### src/rtl/i2c_master_ctrl.sv
// Single-byte I2C bus initiator: START, 7-bit address + R/W, one data byte
// (write or read), ACK/NACK handling and STOP. Outputs are open-drain
// release levels (1 = released). Each bit slot is four quarters of CLK_DIV clocks.
module i2c_master_ctrl #(
    parameter int CLK_DIV = 10
) (
    input  logic       clk,
    input  logic       n_rst,
    input  logic       start,
    input  logic [6:0] addr,
    input  logic       rw,
    input  logic [7:0] tx_data,
    output logic       busy,
    output logic       done,
    output logic       ack_err,
    output logic [7:0] rx_data,
    output logic       scl_out,
    output logic       sda_out,
    input  logic       sda_in
);

    typedef enum logic [2:0] {
        S_IDLE,
        S_START,
        S_ADDR,
        S_ADDR_ACK,
        S_DATA,
        S_DATA_ACK,
        S_STOP
    } state_t;

    localparam logic [7:0] QLAST = 8'(CLK_DIV - 1);

    state_t     state_q, state_d;
    logic [7:0] qcnt_q, qcnt_d;
    logic [1:0] quarter_q, quarter_d;
    logic [2:0] bit_q, bit_d;
    logic [6:0] addr_q, addr_d;
    logic       rw_q, rw_d;
    logic [7:0] tx_q, tx_d;
    logic [7:0] shift_q, shift_d;
    logic [7:0] rx_q, rx_d;
    logic       ack_err_q, ack_err_d;
    logic       done_q, done_d;

    logic       q_end;
    logic       slot_end;
    logic       sample;
    logic [7:0] addr_byte;
    logic [2:0] bit_idx;

    assign q_end     = (qcnt_q == QLAST);
    assign slot_end  = q_end && (quarter_q == 2'd3);
    // sda_in is taken on the last clock of Q2, in the middle of SCL high
    assign sample    = q_end && (quarter_q == 2'd2);
    assign addr_byte = {addr_q, rw_q};
    assign bit_idx   = 3'd7 - bit_q;

    // Next-state logic: quarter timer, bit counter, FSM transitions and captures
    always_comb begin
        state_d   = state_q;
        qcnt_d    = qcnt_q;
        quarter_d = quarter_q;
        bit_d     = bit_q;
        addr_d    = addr_q;
        rw_d      = rw_q;
        tx_d      = tx_q;
        shift_d   = shift_q;
        rx_d      = rx_q;
        ack_err_d = ack_err_q;
        done_d    = 1'b0;

        if (state_q == S_IDLE) begin
            qcnt_d    = '0;
            quarter_d = '0;
            bit_d     = '0;
            if (start) begin
                addr_d    = addr;
                rw_d      = rw;
                tx_d      = tx_data;
                ack_err_d = 1'b0;
                state_d   = S_START;
            end
        end else begin
            qcnt_d = q_end ? 8'd0 : qcnt_q + 8'd1;
            if (q_end) begin
                quarter_d = quarter_q + 2'd1;
            end
        end

        case (state_q)
            S_START: begin
                if (slot_end) begin
                    bit_d   = '0;
                    state_d = S_ADDR;
                end
            end
            S_ADDR: begin
                if (slot_end) begin
                    bit_d = bit_q + 3'd1;
                    if (bit_q == 3'd7) begin
                        state_d = S_ADDR_ACK;
                    end
                end
            end
            S_ADDR_ACK: begin
                if (sample && sda_in) begin
                    ack_err_d = 1'b1;
                end
                // ack_err was cleared on accept, so here it reflects this slot only
                if (slot_end) begin
                    bit_d   = '0;
                    state_d = ack_err_q ? S_STOP : S_DATA;
                end
            end
            S_DATA: begin
                if (sample && rw_q) begin
                    shift_d = {shift_q[6:0], sda_in};
                end
                if (slot_end) begin
                    bit_d = bit_q + 3'd1;
                    if (bit_q == 3'd7) begin
                        state_d = S_DATA_ACK;
                    end
                end
            end
            S_DATA_ACK: begin
                if (sample && !rw_q && sda_in) begin
                    ack_err_d = 1'b1;
                end
                if (slot_end) begin
                    if (rw_q) begin
                        rx_d = shift_q;
                    end
                    state_d = S_STOP;
                end
            end
            S_STOP: begin
                if (slot_end) begin
                    done_d  = 1'b1;
                    state_d = S_IDLE;
                end
            end
            default: ;
        endcase
    end

    // State register; reset abandons any transaction without a STOP
    always_ff @(posedge clk) begin
        if (n_rst) begin
            state_q   <= S_IDLE;
            qcnt_q    <= '0;
            quarter_q <= '0;
            bit_q     <= '0;
            rx_q      <= '0;
            ack_err_q <= 1'b0;
            done_q    <= 1'b0;
        end else begin
            state_q   <= state_d;
            qcnt_q    <= qcnt_d;
            quarter_q <= quarter_d;
            bit_q     <= bit_d;
            rx_q      <= rx_d;
            ack_err_q <= ack_err_d;
            done_q    <= done_d;
        end
    end

    // Captured transaction fields and read shifter carry no reset
    always_ff @(posedge clk) begin
        addr_q  <= addr_d;
        rw_q    <= rw_d;
        tx_q    <= tx_d;
        shift_q <= shift_d;
    end

    // Bus drive decoded from registered state only; SDA moves at Q0 starts
    always_comb begin
        scl_out = 1'b1;
        sda_out = 1'b1;
        case (state_q)
            S_START: begin
                sda_out = ~quarter_q[1];
            end
            S_ADDR: begin
                scl_out = quarter_q[1];
                sda_out = addr_byte[bit_idx];
            end
            S_ADDR_ACK: begin
                scl_out = quarter_q[1];
            end
            S_DATA: begin
                scl_out = quarter_q[1];
                sda_out = rw_q ? 1'b1 : tx_q[bit_idx];
            end
            S_DATA_ACK: begin
                scl_out = quarter_q[1];
            end
            S_STOP: begin
                scl_out = (quarter_q != 2'd0);
                sda_out = quarter_q[1];
            end
            default: ;
        endcase
    end

    assign busy    = (state_q != S_IDLE);
    assign done    = done_q;
    assign ack_err = ack_err_q;
    assign rx_data = rx_q;

endmodule

### config.mk
export PLATFORM = sky130hd
export DESIGN_NAME = i2c_master_ctrl
export DESIGN_NICKNAME = d
export VERILOG_FILES = /design/src/rtl/i2c_master_ctrl.sv
export SDC_FILE = /design/constraint.sdc
export NUM_CORES = 1
export LEC_CHECK = 0
export BUFFER_PORTS_ARGS = -buffer_cell sky130_fd_sc_hd__buf_2
export CORE_MARGIN = 2
export CORE_UTILIZATION = 56
export DETAILED_ROUTE_END_ITERATION = 8
export HOLD_SLACK_MARGIN = 0.12
export PLACE_DENSITY = 0.81
export SYNTH_ARGS = -nofsm -noshare
export SYNTH_HDL_FRONTEND = slang
export SYNTH_SLANG_ARGS = --single-unit
### constraint.sdc
create_clock -name clk -period 3 [get_ports clk]
set_input_delay 0.3 -clock clk [delete_from_list [all_inputs] [get_ports clk]]
set_output_delay 0.3 -clock clk [all_outputs]
set_load 0.1 [all_outputs]
; ---- Word-level counts from Yosys, hierarchy flattened
; Cells that the tools add are included.
[op_classes]
n_reduce_logical = 19
muxes = 29
bitwise_logic = 2
n_lt_le_gt_ge = 1
n_eq_ne = 10
n_addsub = 4
[op_table]
columns = operator, count
row1 = $mux W3, 13
row2 = $pmux W3 S6, 1
row3 = $eq A3 B3 Y1 const B, 4
row4 = $add A8 B1 Y8 const B, 1
row5 = $eq A8 B4 Y1 const B, 1
row6 = $mux W1, 8
row7 = $reduce_or A2 Y1, 4
row8 = $bmux W1 S3, 2
row9 = $eq A3 B2 Y1 const B, 2
row10 = $logic_and A1 B1 Y1, 6
row11 = $pmux W3 S2, 1
row12 = $eq A2 B2 Y1 const B, 2
row13 = $lt A3 B4 Y1 const B, 1
row14 = $pmux W1 S2, 2
row15 = $pmux W1 S4, 1
row16 = $reduce_and A2 Y1, 2
row17 = $reduce_or A4 Y1, 1
row18 = $add A3 B1 Y3 const B, 1
row19 = $eq A3 B1 Y1 const B, 1
row20 = $logic_not A3 Y1, 1
row21 = $reduce_and A3 Y1, 1
row22 = $reduce_bool A3 Y1, 1
row23 = $reduce_or A3 Y1, 1
row24 = $sub A3 B3 Y3 const A, 1
row25 = other kinds (5), 6
[totals]
register_bits = 50
in_bits = 20
output_inout_bits = 13

; ---- Logic depth before layout (Yosys ltp)
[depth]
ltp_word = 6
ltp_mapped = 8
ltp_nobuf = 6

; ---- Worst setup path after synthesis
; Ideal clock, no wire load.
[synth_timing]
kind = reg2out
startpoint = reg state_q[2]
endpoint = out sda_out
path_stages_with_launch = 5
setup_slack_ps = 270
t_arrival_ps = 2430
cell_sequence = dfxtp_1 -> clkbuf_1 -> clkbuf_1 -> a21oi_1 -> o211ai_1
[synth_via]
elab_chain_len = 2
[synth_lines]
columns = item, line
row1 = "start, declared", 34  ; state_t state_q, state_d;
row2 = "start signal, assigned", 159  ; state_q <= state_d;
row3 = $eq A3 B3 Y1 (tied with other cells), 181  ; case (state_q)
row4 = $pmux W1 S4 *, 181
row5 = "end, declared", 18  ; output logic sda_out,
; Every way passes the cells marked *; elsewhere a longest branch is shown, timed or not.

; ---- Worst setup path in the final report
[layout_timing]
startpoint = reg bit_q[0]
endpoint = out sda_out
[layout_via]
elab_chain_len = 5
[layout_lines]
columns = item, line
row1 = "start, declared", 37  ; logic [2:0] bit_q, bit_d;
row2 = "start signal, assigned", 162  ; bit_q <= bit_d;
row3 = $sub A3 B3 Y3 *, 57  ; assign bit_idx = 3'd7 - bit_q;
row4 = $bmux W1 S3, 194  ; sda_out = rw_q ? 1'b1 : tx_q[bit_idx];
row5 = $mux W1 (implied by the code), 194
row6 = $mux W1, 194
row7 = $pmux W1 S4 *, 181
; Every way passes the cells marked *; elsewhere a longest branch is shown, timed or not. The select of a mux whose other input is x is not followed.

==> metrics list <==
* # Post-CTS Setup Buffers: 0
* Die outline area: 0.00444 mm^2
- In the layout the commonest cells are sky130_fd_sc_hd__buf_2 (32), sky130_fd_sc_hd__dfxtp_1 (26), sky130_fd_sc_hd__edfxtp_1 (24).
* Portion of the post-synthesis area used by sequential elements: 0.565
* Die Width: 66.6 um
- Summed over all layers, the routed wires come to 3.61 mm.
- Summed over all cells, the static leakage comes to 0.976 nW.
* Commonest non-fill, non-tap cell in the layout: sky130_fd_sc_hd__buf_2
- From synthesis to final layout, the design area changed by 13.2%.
* Wire length per cell after detailed routing: 13.4 um
- Fin. Hold Viols: 0
* Grt peak-use layer: met2
- Post-CTS repair changed the size of 0 cells.
- Counting distinct cell types in the post-synthesis netlist gives 41.
- Setup repair after global routing left no endpoint under its margin.
* Worst path most repeated cell: sky130_fd_sc_hd__o211ai_1
- Mean instance size in the synthesized netlist: 11.5 um^2
* Floorplan Core Area: 0.00372 mm^2
* Largest net degree at the start of global routing: 21
- Number of register bits inferred by synthesis: 50
- The pre-antenna-repair detailed-routing pass consisted of 4 iterations.
- TritonCTS clock tree: yes
* Synth Area in Compound Gates: 0.0877
- Met1 track utilization from global routing: 0.244
- Using the TritonRoute via totals, the vias-per-cell ratio works out to 5.37.
- For this run, the total global-route usage over all layers was measured as 0.189.
- Highest clock rate: 0.408 GHz
* Area share of and/or/nand/nor cells after synthesis: 0.164
- Setup violations remaining at the end of the flow were counted as 0.
* Number of cells on the worst hold path: 1
- Worst reg2reg path endpoint: ack_err
* IR Drop Worst-Case VDD: 0.000368 V
- H-tree levels: 2
* Number of global-route vias before repair: 1373
- Crit-path max cell delay: 0.68 ns
- Max-slew violation count: 0
- The number of buffers and inverters on the critical path is 1.
* Crit Path Class: flop to output port
- In the global route stage, met2 resource usage came out at 0.301.
- By area, the combinational part of the netlist is dominated by simple AND/OR/NAND/NOR gates.
- Of the total synthesized cell area, the portion taken by full adders, half adders and majority gates is 0.0399.
* Detailed Place HPWL: 2.51 mm
* CP Cell Sequence: mux4_2, o211ai_1, o211ai_1, buf_2
* Top cell type by total area after synthesis: sky130_fd_sc_hd__edfxtp_1
- Number of DRC violations after detailed-routing iteration 0: 120
* Net count after synthesis: 218
- Hold path startpoint: tx_data[0]
- Largest cells by area after synthesis: sky130_fd_sc_hd__edfxtp_1 (33%), sky130_fd_sc_hd__dfxtp_1 (24%), sky130_fd_sc_hd__mux2i_1 (6.8%), sky130_fd_sc_hd__ha_1 (4.0%), sky130_fd_sc_hd__nor2_1 (3.4%)
* Wire length of the first global-routing pass: 6.18 mm
- Yosys mapped a number of flops with a built-in enable equal to 24.
- Initial antenna violation count: 0
* Remaining Overflow, GRT: 0
- Vias: 1450
- Of the total synthesized cell area, the portion taken by XOR and XNOR cells is 0.0319.
- Routability-driven placement finished with a final weighted congestion of 0.793.
* Worst setup skew after layout: 0.00712 ns
* IO Pins: 33
* Yosys Warn Count: 0
- Cell area after synthesis: 0.00220 mm^2
- For the pin with the worst max-slew slack, the measured transition is 0.711 ns.
* Cell at the root of the clock tree: sky130_fd_sc_hd__clkbuf_8
- Across all register-to-register paths, the minimum setup slack is 1.01 ns.
- For this run, asynchronously set or reset flops after synthesis account for 0.
* Category of the worst setup path launch point: flop
- Pwr dens: 501 mW/mm^2
- Counting the buffers created by CTS gives 5.
* Clock Tree Buf Depth: 2
* Worst skew pair latency: 0.30 ns
* CP Data Arrival Time: 2.15 ns
* Synthesized netlist cell count: 191
* Number of DRC violations after detailed routing: 0
* Met3 usage in global routing: 0.0524
- The largest individual stage delay along the critical path comes from the cell sky130_fd_sc_hd__dfxtp_1.
* Worst-case headroom to the max-slew limit: 0.526
- After clock tree synthesis, the flow added hold-fix buffers numbering 0.
- On the critical path the largest part of the delay comes from flip-flops.
- Antenna diode count: 0
- In this run the core area contains 22 standard-cell rows.
* Share of final-layout standard cells stronger than drive strength 1: 0.212
- In this run the worst path has a maximum fanout of 11.
- In this run the worst hold path is classified as input port to flop.
- The number of cells on the worst reg-to-reg path is 4.
- The worst setup path is captured at an output port.
- Chip Height: 66.6 um
- CP Data Required Time: 2.70 ns
* Post-route fraction of the period consumed by the critical path: 0.817
* Sum of negative setup slack: 0 ns
- The finished layout holds 270 standard cells, fillers aside.
- Clock sink count: 50
- Startpoint of the worst-slack reg-to-reg timing path: state_q[0]
* Net total in the final layout: 248
* Dominant synthesized flop cell: sky130_fd_sc_hd__dfxtp_1
* Shortest clock period the worst path allows after layout: 2.45 ns
- Count of antenna-violating nets left after detailed routing: 0
* Quantity of I/O buffers inserted on ports: 32
- After clock tree synthesis, the clock-pin slew on the worst setup and hold paths is 0.09 ns.
- Initial core utilization: 0.591
- For hold timing, the worst endpoint is tx_q[0].
* Run status: finished, final reports clean
- Fraction of synthesized cell area taken by the top area cell type: 0.328
- Cell Count Post-Placement: 262
- Max-cap violations in this run came to 0.
* Mux contribution to synthesized area: 0.0786
worst max path at each step:
stage / startpoint / endpoint / slack, ns / depth (start not counted)
final: bit_q[0] / sda_out / 0.55 / 4
after global routing: bit_q[0] / sda_out / 0.38 / 4
after CTS: bit_q[0] / sda_out / 0.53 / 4
after detailed placement: bit_q[0] / sda_out / 0.87 / 4
after global placement: bit_q[0] / sda_out / 0.89 / 4
after floorplan: state_q[2] / sda_out / 0.27 / 4
per-layer routing:
metal / wire (um) / vias up
met3: 173 / 7
met5: 0 / -
li1: - / 747
met2: 1710 / 33
met4: 59 / 0
met1: 1660 / 663
power by group:
group | internal, mW | leakage, nW | switching, mW | total [mW]
Combinational | 0.0170 | 0.491 | 0.0304 | 0.0474
Clock | 0.249 | 0.0514 | 0.212 | 0.460
Sequential | 0.729 | 0.434 | 0.00903 | 0.738
layout make-up:
| type | count | area, um^2 |
|---|---|---|
| clock buffer | 6 | 72.6 |
| clock inverter | 2 | 37.5 |
| fill | 304 | 1230 |
| inverter | 6 | 22.5 |
| multi-input combinational | 125 | 883 |
| sequential | 50 | 1240 |
| tap | 48 | 60.1 |
| timing repair buffer | 33 | 168 |
state kept, by name, indices dropped and copies added (netlist names):
| name | flops |
|---|---|
| qcnt_q | 8 |
| rx_data | 8 |
| shift_q | 8 |
| tx_q | 8 |
| addr_q | 7 |
| bit_q | 3 |
| state_q | 3 |
| quarter_q | 2 |
| ack_err | 1 |
| done | 1 |
| rw_q | 1 |
cell families (layout without fill, tap and decap cells):
| kind of cell | count (synthesis) | in the layout |
|---|---|---|
| AND/OR/NAND/NOR | 68 | 68 |
| flip-flops | 50 | 50 |
| AO/OA/AOI/OAI | 26 | 26 |
| multiplexers | 16 | 16 |
| buffers and inverters | 16 | 47 |
| XOR/XNOR | 8 | 8 |
| adder cells (fa/ha/maj) | 7 | 7 |
synth_stat cells (2+ instances only):
master	instances
sky130_fd_sc_hd__dfxtp_1	26
sky130_fd_sc_hd__edfxtp_1	24
sky130_fd_sc_hd__nor2_1	20
sky130_fd_sc_hd__mux2i_1	15
sky130_fd_sc_hd__nand3_1	12
sky130_fd_sc_hd__nand2_1	9
sky130_fd_sc_hd__a21oi_1	8
sky130_fd_sc_hd__clkbuf_1	7
sky130_fd_sc_hd__ha_1	7
sky130_fd_sc_hd__inv_1	6
sky130_fd_sc_hd__nor3_1	6
sky130_fd_sc_hd__xor2_1	5
sky130_fd_sc_hd__nand2b_1	4
sky130_fd_sc_hd__nor2b_1	4
sky130_fd_sc_hd__o21ai_0	4
sky130_fd_sc_hd__a2111oi_2	3
sky130_fd_sc_hd__and3_1	3
sky130_fd_sc_hd__xnor2_1	3
sky130_fd_sc_hd__nand4_1	2
sky130_fd_sc_hd__o211ai_1	2
through the flow:
stage	total power, mW	hold WS, ns	instance area, um^2	worst slack, ns	utilization
2_1_floorplan	0.781	0.399	2200	0.270	-
3_3_place_gp	0.801	0.438	2370	0.893	0.639
3_5_place_dp	0.802	0.439	2370	0.869	0.639
4_1_cts	1.26	0.159	2480	0.528	0.669
5_1_grt	1.29	0.152	2480	0.377	0.669
6_report	1.25	0.168	2480	0.549	0.669
(Power assumes the default switching activity.)
